==> src/rtl/hs_pkg.sv <==
`default_nettype none
// +--------------------------------------------------------------------------+
// | Package : hs_pkg                                                         |
// | Purpose : Shared defaults and helpers for the handshake buffer blocks.   |
// | Contents: HS_DATA_W_DEF, HS_DEPTH_DEF, HS_CNT_W_DEF, hs_ptr_w()          |
// | Revision: 1.0 - initial release                                          |
// +--------------------------------------------------------------------------+
package hs_pkg;

   localparam int HS_DATA_W_DEF = 8;
   localparam int HS_DEPTH_DEF  = 4;
   localparam int HS_CNT_W_DEF  = 8;

   // Width of a read/write pointer able to address DEPTH entries.
   function automatic int hs_ptr_w(input int depth);
      return $clog2(depth);
   endfunction

endpackage
`default_nettype wire

==> src/rtl/hs_proto_chk.sv <==
`default_nettype none
// +--------------------------------------------------------------------------+
// | Module  : hs_proto_chk                                                   |
// | Purpose : Sticky detector for upstream valid/ready protocol violations.  |
// |           Once a beat is offered but not accepted, the producer must     |
// |           keep s_valid high and s_data unchanged in the next cycle.      |
// | Ports   : sys_clk, sys_rst (sync, active-high)                           |
// |           s_valid, s_ready, s_data  - observed upstream interface        |
// |           proto_err                 - sticky violation flag              |
// | Revision: 1.0 - initial release                                          |
// +--------------------------------------------------------------------------+
module hs_proto_chk #(
   parameter int DATA_W = 8
) (
   input  logic              sys_clk,
   input  logic              sys_rst,
   input  logic              s_valid,
   input  logic              s_ready,
   input  logic [DATA_W-1:0] s_data,
   output logic              proto_err
);

   logic              prev_valid_q, prev_valid_d;
   logic              prev_ready_q, prev_ready_d;
   logic [DATA_W-1:0] prev_data_q,  prev_data_d;
   logic              err_q,        err_d;

   always_comb begin
      prev_valid_d = s_valid;
      prev_ready_d = s_ready;
      prev_data_d  = s_data;
      err_d        = err_q;
      // A stalled offer last cycle must be repeated unchanged this cycle.
      if (prev_valid_q && !prev_ready_q) begin
         if (!s_valid || (s_data != prev_data_q)) begin
            err_d = 1'b1;
         end
      end
   end

   always_ff @(posedge sys_clk) begin
      if (sys_rst) begin
         prev_valid_q <= 1'b0;
         prev_ready_q <= 1'b0;
         prev_data_q  <= '0;
         err_q        <= 1'b0;
      end else begin
         prev_valid_q <= prev_valid_d;
         prev_ready_q <= prev_ready_d;
         prev_data_q  <= prev_data_d;
         err_q        <= err_d;
      end
   end

   assign proto_err = err_q;

endmodule
`default_nettype wire

==> src/rtl/hs_skid_fifo.sv <==
`default_nettype none
// +--------------------------------------------------------------------------+
// | Module  : hs_skid_fifo                                                   |
// | Purpose : DEPTH-entry valid/ready buffer with registered s_ready and     |
// |           m_valid, fill level, wrapping transfer counter and a sticky    |
// |           upstream protocol-violation flag.                              |
// | Ports   : sys_clk, sys_rst (sync, active-high)                           |
// |           s_valid/s_data/s_ready  - upstream (push) side                 |
// |           m_valid/m_data/m_ready  - downstream (pop) side                |
// |           level     - entries stored, 0..DEPTH                           |
// |           xfer_cnt  - completed output handshakes, mod 2^CNT_W           |
// |           proto_err - sticky upstream violation                          |
// | Revision: 1.0 - initial release                                          |
// +--------------------------------------------------------------------------+
module hs_skid_fifo
   import hs_pkg::*;
#(
   parameter int DATA_W = HS_DATA_W_DEF,
   parameter int DEPTH  = HS_DEPTH_DEF,
   parameter int CNT_W  = HS_CNT_W_DEF
) (
   input  logic                         sys_clk,
   input  logic                         sys_rst,
   input  logic                         s_valid,
   input  logic [DATA_W-1:0]            s_data,
   output logic                         s_ready,
   output logic                         m_valid,
   output logic [DATA_W-1:0]            m_data,
   input  logic                         m_ready,
   output logic [$clog2(DEPTH):0]       level,
   output logic [CNT_W-1:0]             xfer_cnt,
   output logic                         proto_err
);

   localparam int PTR_W = hs_ptr_w(DEPTH);
   localparam int LVL_W = PTR_W + 1;
   localparam logic [LVL_W-1:0] C_DEPTH = LVL_W'(DEPTH);

   logic [DATA_W-1:0] mem_q [DEPTH];

   logic [PTR_W-1:0]  wr_ptr_q,   wr_ptr_d;
   logic [PTR_W-1:0]  rd_ptr_q,   rd_ptr_d;
   logic [LVL_W-1:0]  level_q,    level_d;
   logic              s_ready_q,  s_ready_d;
   logic              m_valid_q,  m_valid_d;
   logic [DATA_W-1:0] m_data_q,   m_data_d;
   logic [CNT_W-1:0]  xfer_cnt_q, xfer_cnt_d;

   logic push;
   logic pop;

   assign push = s_valid & s_ready_q;
   assign pop  = m_valid_q & m_ready;

   always_comb begin
      wr_ptr_d   = wr_ptr_q;
      rd_ptr_d   = rd_ptr_q;
      level_d    = level_q;
      xfer_cnt_d = xfer_cnt_q;
      m_data_d   = m_data_q;

      if (push) begin
         wr_ptr_d = wr_ptr_q + PTR_W'(1);
      end
      if (pop) begin
         rd_ptr_d   = rd_ptr_q + PTR_W'(1);
         xfer_cnt_d = xfer_cnt_q + CNT_W'(1);
      end

      case ({push, pop})
         2'b10:   level_d = level_q + LVL_W'(1);
         2'b01:   level_d = level_q - LVL_W'(1);
         default: level_d = level_q;
      endcase

      s_ready_d = (level_d < C_DEPTH);
      m_valid_d = (level_d != '0);

      // m_data is registered, so look ahead to next cycle's head. If the head
      // slot is the one being written this edge, the storage does not hold it
      // yet and the incoming beat is forwarded. When the buffer goes empty the
      // last value is simply held.
      if (m_valid_d) begin
         if (push && (wr_ptr_q == rd_ptr_d)) begin
            m_data_d = s_data;
         end else begin
            m_data_d = mem_q[rd_ptr_d];
         end
      end
   end

   always_ff @(posedge sys_clk) begin
      if (sys_rst) begin
         wr_ptr_q   <= '0;
         rd_ptr_q   <= '0;
         level_q    <= '0;
         s_ready_q  <= 1'b1;
         m_valid_q  <= 1'b0;
         m_data_q   <= '0;
         xfer_cnt_q <= '0;
      end else begin
         wr_ptr_q   <= wr_ptr_d;
         rd_ptr_q   <= rd_ptr_d;
         level_q    <= level_d;
         s_ready_q  <= s_ready_d;
         m_valid_q  <= m_valid_d;
         m_data_q   <= m_data_d;
         xfer_cnt_q <= xfer_cnt_d;
      end
   end

   // Storage carries no reset; entries are only meaningful between the
   // pointers, which are reset.
   always_ff @(posedge sys_clk) begin
      if (push) begin
         mem_q[wr_ptr_q] <= s_data;
      end
   end

   hs_proto_chk #(
      .DATA_W (DATA_W)
   ) u_proto_chk (
      .sys_clk   (sys_clk),
      .sys_rst   (sys_rst),
      .s_valid   (s_valid),
      .s_ready   (s_ready_q),
      .s_data    (s_data),
      .proto_err (proto_err)
   );

   assign s_ready  = s_ready_q;
   assign m_valid  = m_valid_q;
   assign m_data   = m_data_q;
   assign level    = level_q;
   assign xfer_cnt = xfer_cnt_q;

endmodule
`default_nettype wire

==> config.mk <==
export PLATFORM = sky130hd
export DESIGN_NAME = hs_skid_fifo
export DESIGN_NICKNAME = d
export VERILOG_FILES = /design/src/rtl/hs_pkg.sv /design/src/rtl/hs_proto_chk.sv /design/src/rtl/hs_skid_fifo.sv
export SDC_FILE = /design/constraint.sdc
export NUM_CORES = 1
export LEC_CHECK = 0
export BUFFER_PORTS_ARGS = -buffer_cell sky130_fd_sc_hd__buf_2
export CAP_MARGIN = 20
export CORE_MARGIN = 2
export CORE_UTILIZATION = 51
export CTS_CLUSTER_SIZE = 8
export DETAILED_ROUTE_END_ITERATION = 10
export PLACE_DENSITY_LB_ADDON = 0.25
export SYNTH_ARGS = -nofsm -noshare
export SYNTH_HDL_FRONTEND = slang
export SYNTH_SLANG_ARGS = --single-unit
==> constraint.sdc <==
create_clock -name sys_clk -period 2.4 [get_ports sys_clk]
set_input_delay 0.24 -clock sys_clk [delete_from_list [all_inputs] [get_ports sys_clk]]
set_output_delay 0.24 -clock sys_clk [all_outputs]
set_load 0.03 [all_outputs]
==> metrics.md <==
| Metric | Value |
|---|---|
| CP Launch Type | `flop` |
| Final WL | `5370 um` |
| Layout cell share with drive strength beyond 1 | `26.4%` |
| Clk buf depth | `2` |
| Synthesis Warnings | `0` |
| R2R depth | `10` |
| Finished Core Util | `61.0%` |
| Setup bufs post-CTS | `0` |
| Die area | `6180 um2` |
| Worst Path Required | `2.63 ns` |
| Final-report hold violation count | `0` |
| Clock Latency Late Sink | `0.34 ns` |
| Seq/Total Area, Yosys | `59.2%` |
| Number of synthesized flops with an enable pin | `32` |
| Design Area, Final | `3320 um2` |
| Top FF cell, synth | `dfxtp_1` |
| Flop pwr share | `40.5%` |
| HP Class | `primary input to flop` |
| Count of input and output buffers | `33` |
| Lkg Pwr | `1.40 nW` |
| Status | `finished, final reports clean` |
| Post-DR vias/cell | `5.29` |
| Gr ovfl total | `0` |
| Clock slew at reported path FFs | `0.07 ns` |
| RSZ-0062 raised after global routing | `false` |
| Largest net degree at the start of global routing | `17` |
| CTS tree | `built` |
| Crit path capture | `m_data[1]` |
| FF-to-FF Start | `m_valid` |
| Critical Path End Type | `flop` |
| P_sw | `1.27 mW` |
| Final Max Tran Viols | `0` |
| Max Freq | `440 MHz` |
| Critical Path Slowest Stage Cell | `fa_1` |
| Sink Count | `68` |
| CTS resizes | `0` |
| Register bit count reported by yosys | `68` |
| Clock group share of total power | `24.6%` |
| Post-route clock period utilization | `94.7%` |
| Routability Congestion | `0.767` |
| Peak supply drop | `0.651 mV` |
| Tmin final | `2.27 ns` |
| Internal | `2.46 mW` |
| Mapped cell area | `2840 um2` |
| PD cells | `1120 nW/um2` |
| Hold_buf cts | `0` |
| Post-synthesis cell type count | `40` |
| Slew HR | `63.8%` |
| Skew final | `0.00585 ns` |
| Synthesized instance count | `223` |
| Final cell count without fillers | `348` |
| Fin nets | `290` |
| Total GRT Usage | `19.1%` |
| Critical path origin | `m_valid` |
| DRT iter0 DRCs | `106` |
| Worst path arrival time | `2.50 ns` |
| Die H | `78.6 um` |
| Crit Path Max Fanout | `9` |
| Final setup violation count | `0` |
| Dpl hpwl | `3610 um` |
| Filler instances | `447` |
| Initial antenna violation count | `0` |
| Measured slew at the worst slew-check pin | `0.543 ns` |
| Mapped Avg Cell Area | `12.7 um2` |
| H-tree Lvls | `3` |
| Area delta synth->final | `16.7%` |
| Wire per inst | `15.4 um` |
| Syn_nets | `242` |
| TNS Setup | `0 ns` |
| Crit path largest cell delay | `0.37 ns` |
| Initial Utilization | `52.2%` |
| Dpl cells | `332` |
| Row Count | `27` |
| Worst-path cell chain | `and2_4 -> ha_1 -> inv_1 -> fa_1 -> xor2_1 -> nor3_1 -> a211oi_1 -> nor2_1 -> buf_4 -> a32o_2` |
| Switching Share | `33.9%` |
| Via count | `1841` |
| Vias in the first global route | `1820` |
| Root buf cell | `clkbuf_8` |
| # DRC | `0` |
| Sequential cell area | `1680 um2` |
| Initial DRT Pass Iterations | `4` |
| Routed Antenna Nets | `0` |
| FF-to-FF End | `m_data[1]` |
| CTS Buf Count | `9` |
| Crit Path Class | `flop to flop` |
| Top cell type's share of synthesized area | `33.8%` |
| Global-route wire length before repair | `8740 um` |
| Total power | `3.73 mW` |
| Max Cap Viol | `0` |
| FFs w/ async S/R, synth | `0%` |
| Die width | `78.6 um` |
| Comb pwr share | `34.8%` |
| Worst hold slack | `0.169 ns` |
| Synth top area cells | `edfxtp_1, dfxtp_1, mux2i_1, xor2_1, ha_1` |
| Synth area leader | `edfxtp_1` |
| IO Count | `34` |
| DP Area | `3120 um2` |
| Core area | `5440 um2` |
| Fin worst setup slack | `0.127 ns` |
| Setup WS pre-CTS | `0.0889 ns` |
| Reg2reg setup slack | `0.13 ns` |
| Multi-input logic area | `1060 um2` |
| Ant diodes | `0` |
-- metal layers --
layer	part of all wire [%]	wire length (um)	vias up	track usage, %
met5	0	0	-	0
met4	2.2	119	0	11.8
met3	4.4	236	11	4.60
met2	47	2510	40	29.0
met1	47	2500	890	24.6
li1	-	-	900	-
-- synthesized netlist by cell type (all sizes together), types with 5 or more instances --
cell and n:
a21oi 5, edfxtp 32, mux2i 17, nor2 14
a22oi 8, nor2b 11, dfxtp 36, xnor2 7
or2 9, ha 6, xor2 13, and3 5
nand2 7, inv 10, a32o 8
-- worst max-delay path, delay by kind of cell, from the launching register on --
kind,cells,cell delay (ns)
flops,1,0.33
simple gates,3,0.29
buf+inv,2,0.24
compound gates,2,0.53
fa+ha+maj,2,0.54
xor+xnor,1,0.23
-- flip-flops by register name, indices dropped and copies added, names as in the netlist --
| register | cells |
|---|---|
| xfer_cnt | 8 |
| wr_ptr_q | 2 |
| m_valid | 1 |
| u_proto_chk.proto_err | 1 |
| m_data | 8 |
| s_ready | 1 |
| level | 3 |
| mem_q | 32 |
| u_proto_chk.prev_data_q | 8 |
| u_proto_chk.prev_valid_q | 1 |
| rd_ptr_q | 2 |
| u_proto_chk.prev_ready_q | 1 |
-- cell usage in the layout (no fill, tap or decap), types with 7 or more instances in the layout --
cell type and instances:
a22oi_1 7, a32o_1 7, buf_2 33, buf_4 11, clkbuf_8 10, dfxtp_1 35
edfxtp_1 32, inv_1 10, mux2i_1 17, nand2_1 7, nor2_1 14, nor2b_1 11
or2_2 9, xor2_1 13
-- power groups by stage --
stage | Sequential, mW | Clock (mW) | Combinational (mW)
after floorplan | 1.70 | 0 | 0.802
after global placement | 1.53 | 0 | 1.28
after detailed placement | 1.53 | 0 | 1.30
after CTS | 1.51 | 0.941 | 1.30
after global routing | 1.53 | 0.986 | 1.42
final | 1.51 | 0.918 | 1.30
-- layout make-up --
| class | instances | share of cell area [%] |
|---|---|---|
| sequential | 68 | 50.8 |
| multi-input combinational | 138 | 32.1 |
| timing repair buffer | 44 | 7.47 |
| clock buffer | 12 | 4.38 |
| tap | 72 | 2.72 |
| clock inverter | 4 | 1.47 |
| inverter | 10 | 1.13 |
-- cells by family after synthesis --
| group | share of synthesized area, % |
|---|---|
| AOI/OAI and AO/OA | 9.08 |
| xor gates and xnor gates | 7.62 |
| adders and majority gates | 3.35 |
| buffers and inverters | 3.35 |
| DFF | 59.2 |
| muxes | 5.99 |
| and+or+nand+nor | 11.4 |
-- worst min path at each step --
stage	from	cells after the start	slack [ns]	to
after floorplan	s_data[0]	0	0.34	mem_q[0][0]
after global placement	m_data[5]	1	0.45	m_data[5]
after detailed placement	u_proto_chk.proto_err	2	0.46	u_proto_chk.proto_err
after CTS	s_data[3]	1	0.15	mem_q[1][3]
after global routing	s_data[3]	1	0.16	mem_q[2][3]
final	s_data[3]	1	0.17	mem_q[1][3]
Power figures use the tool's default switching activity.
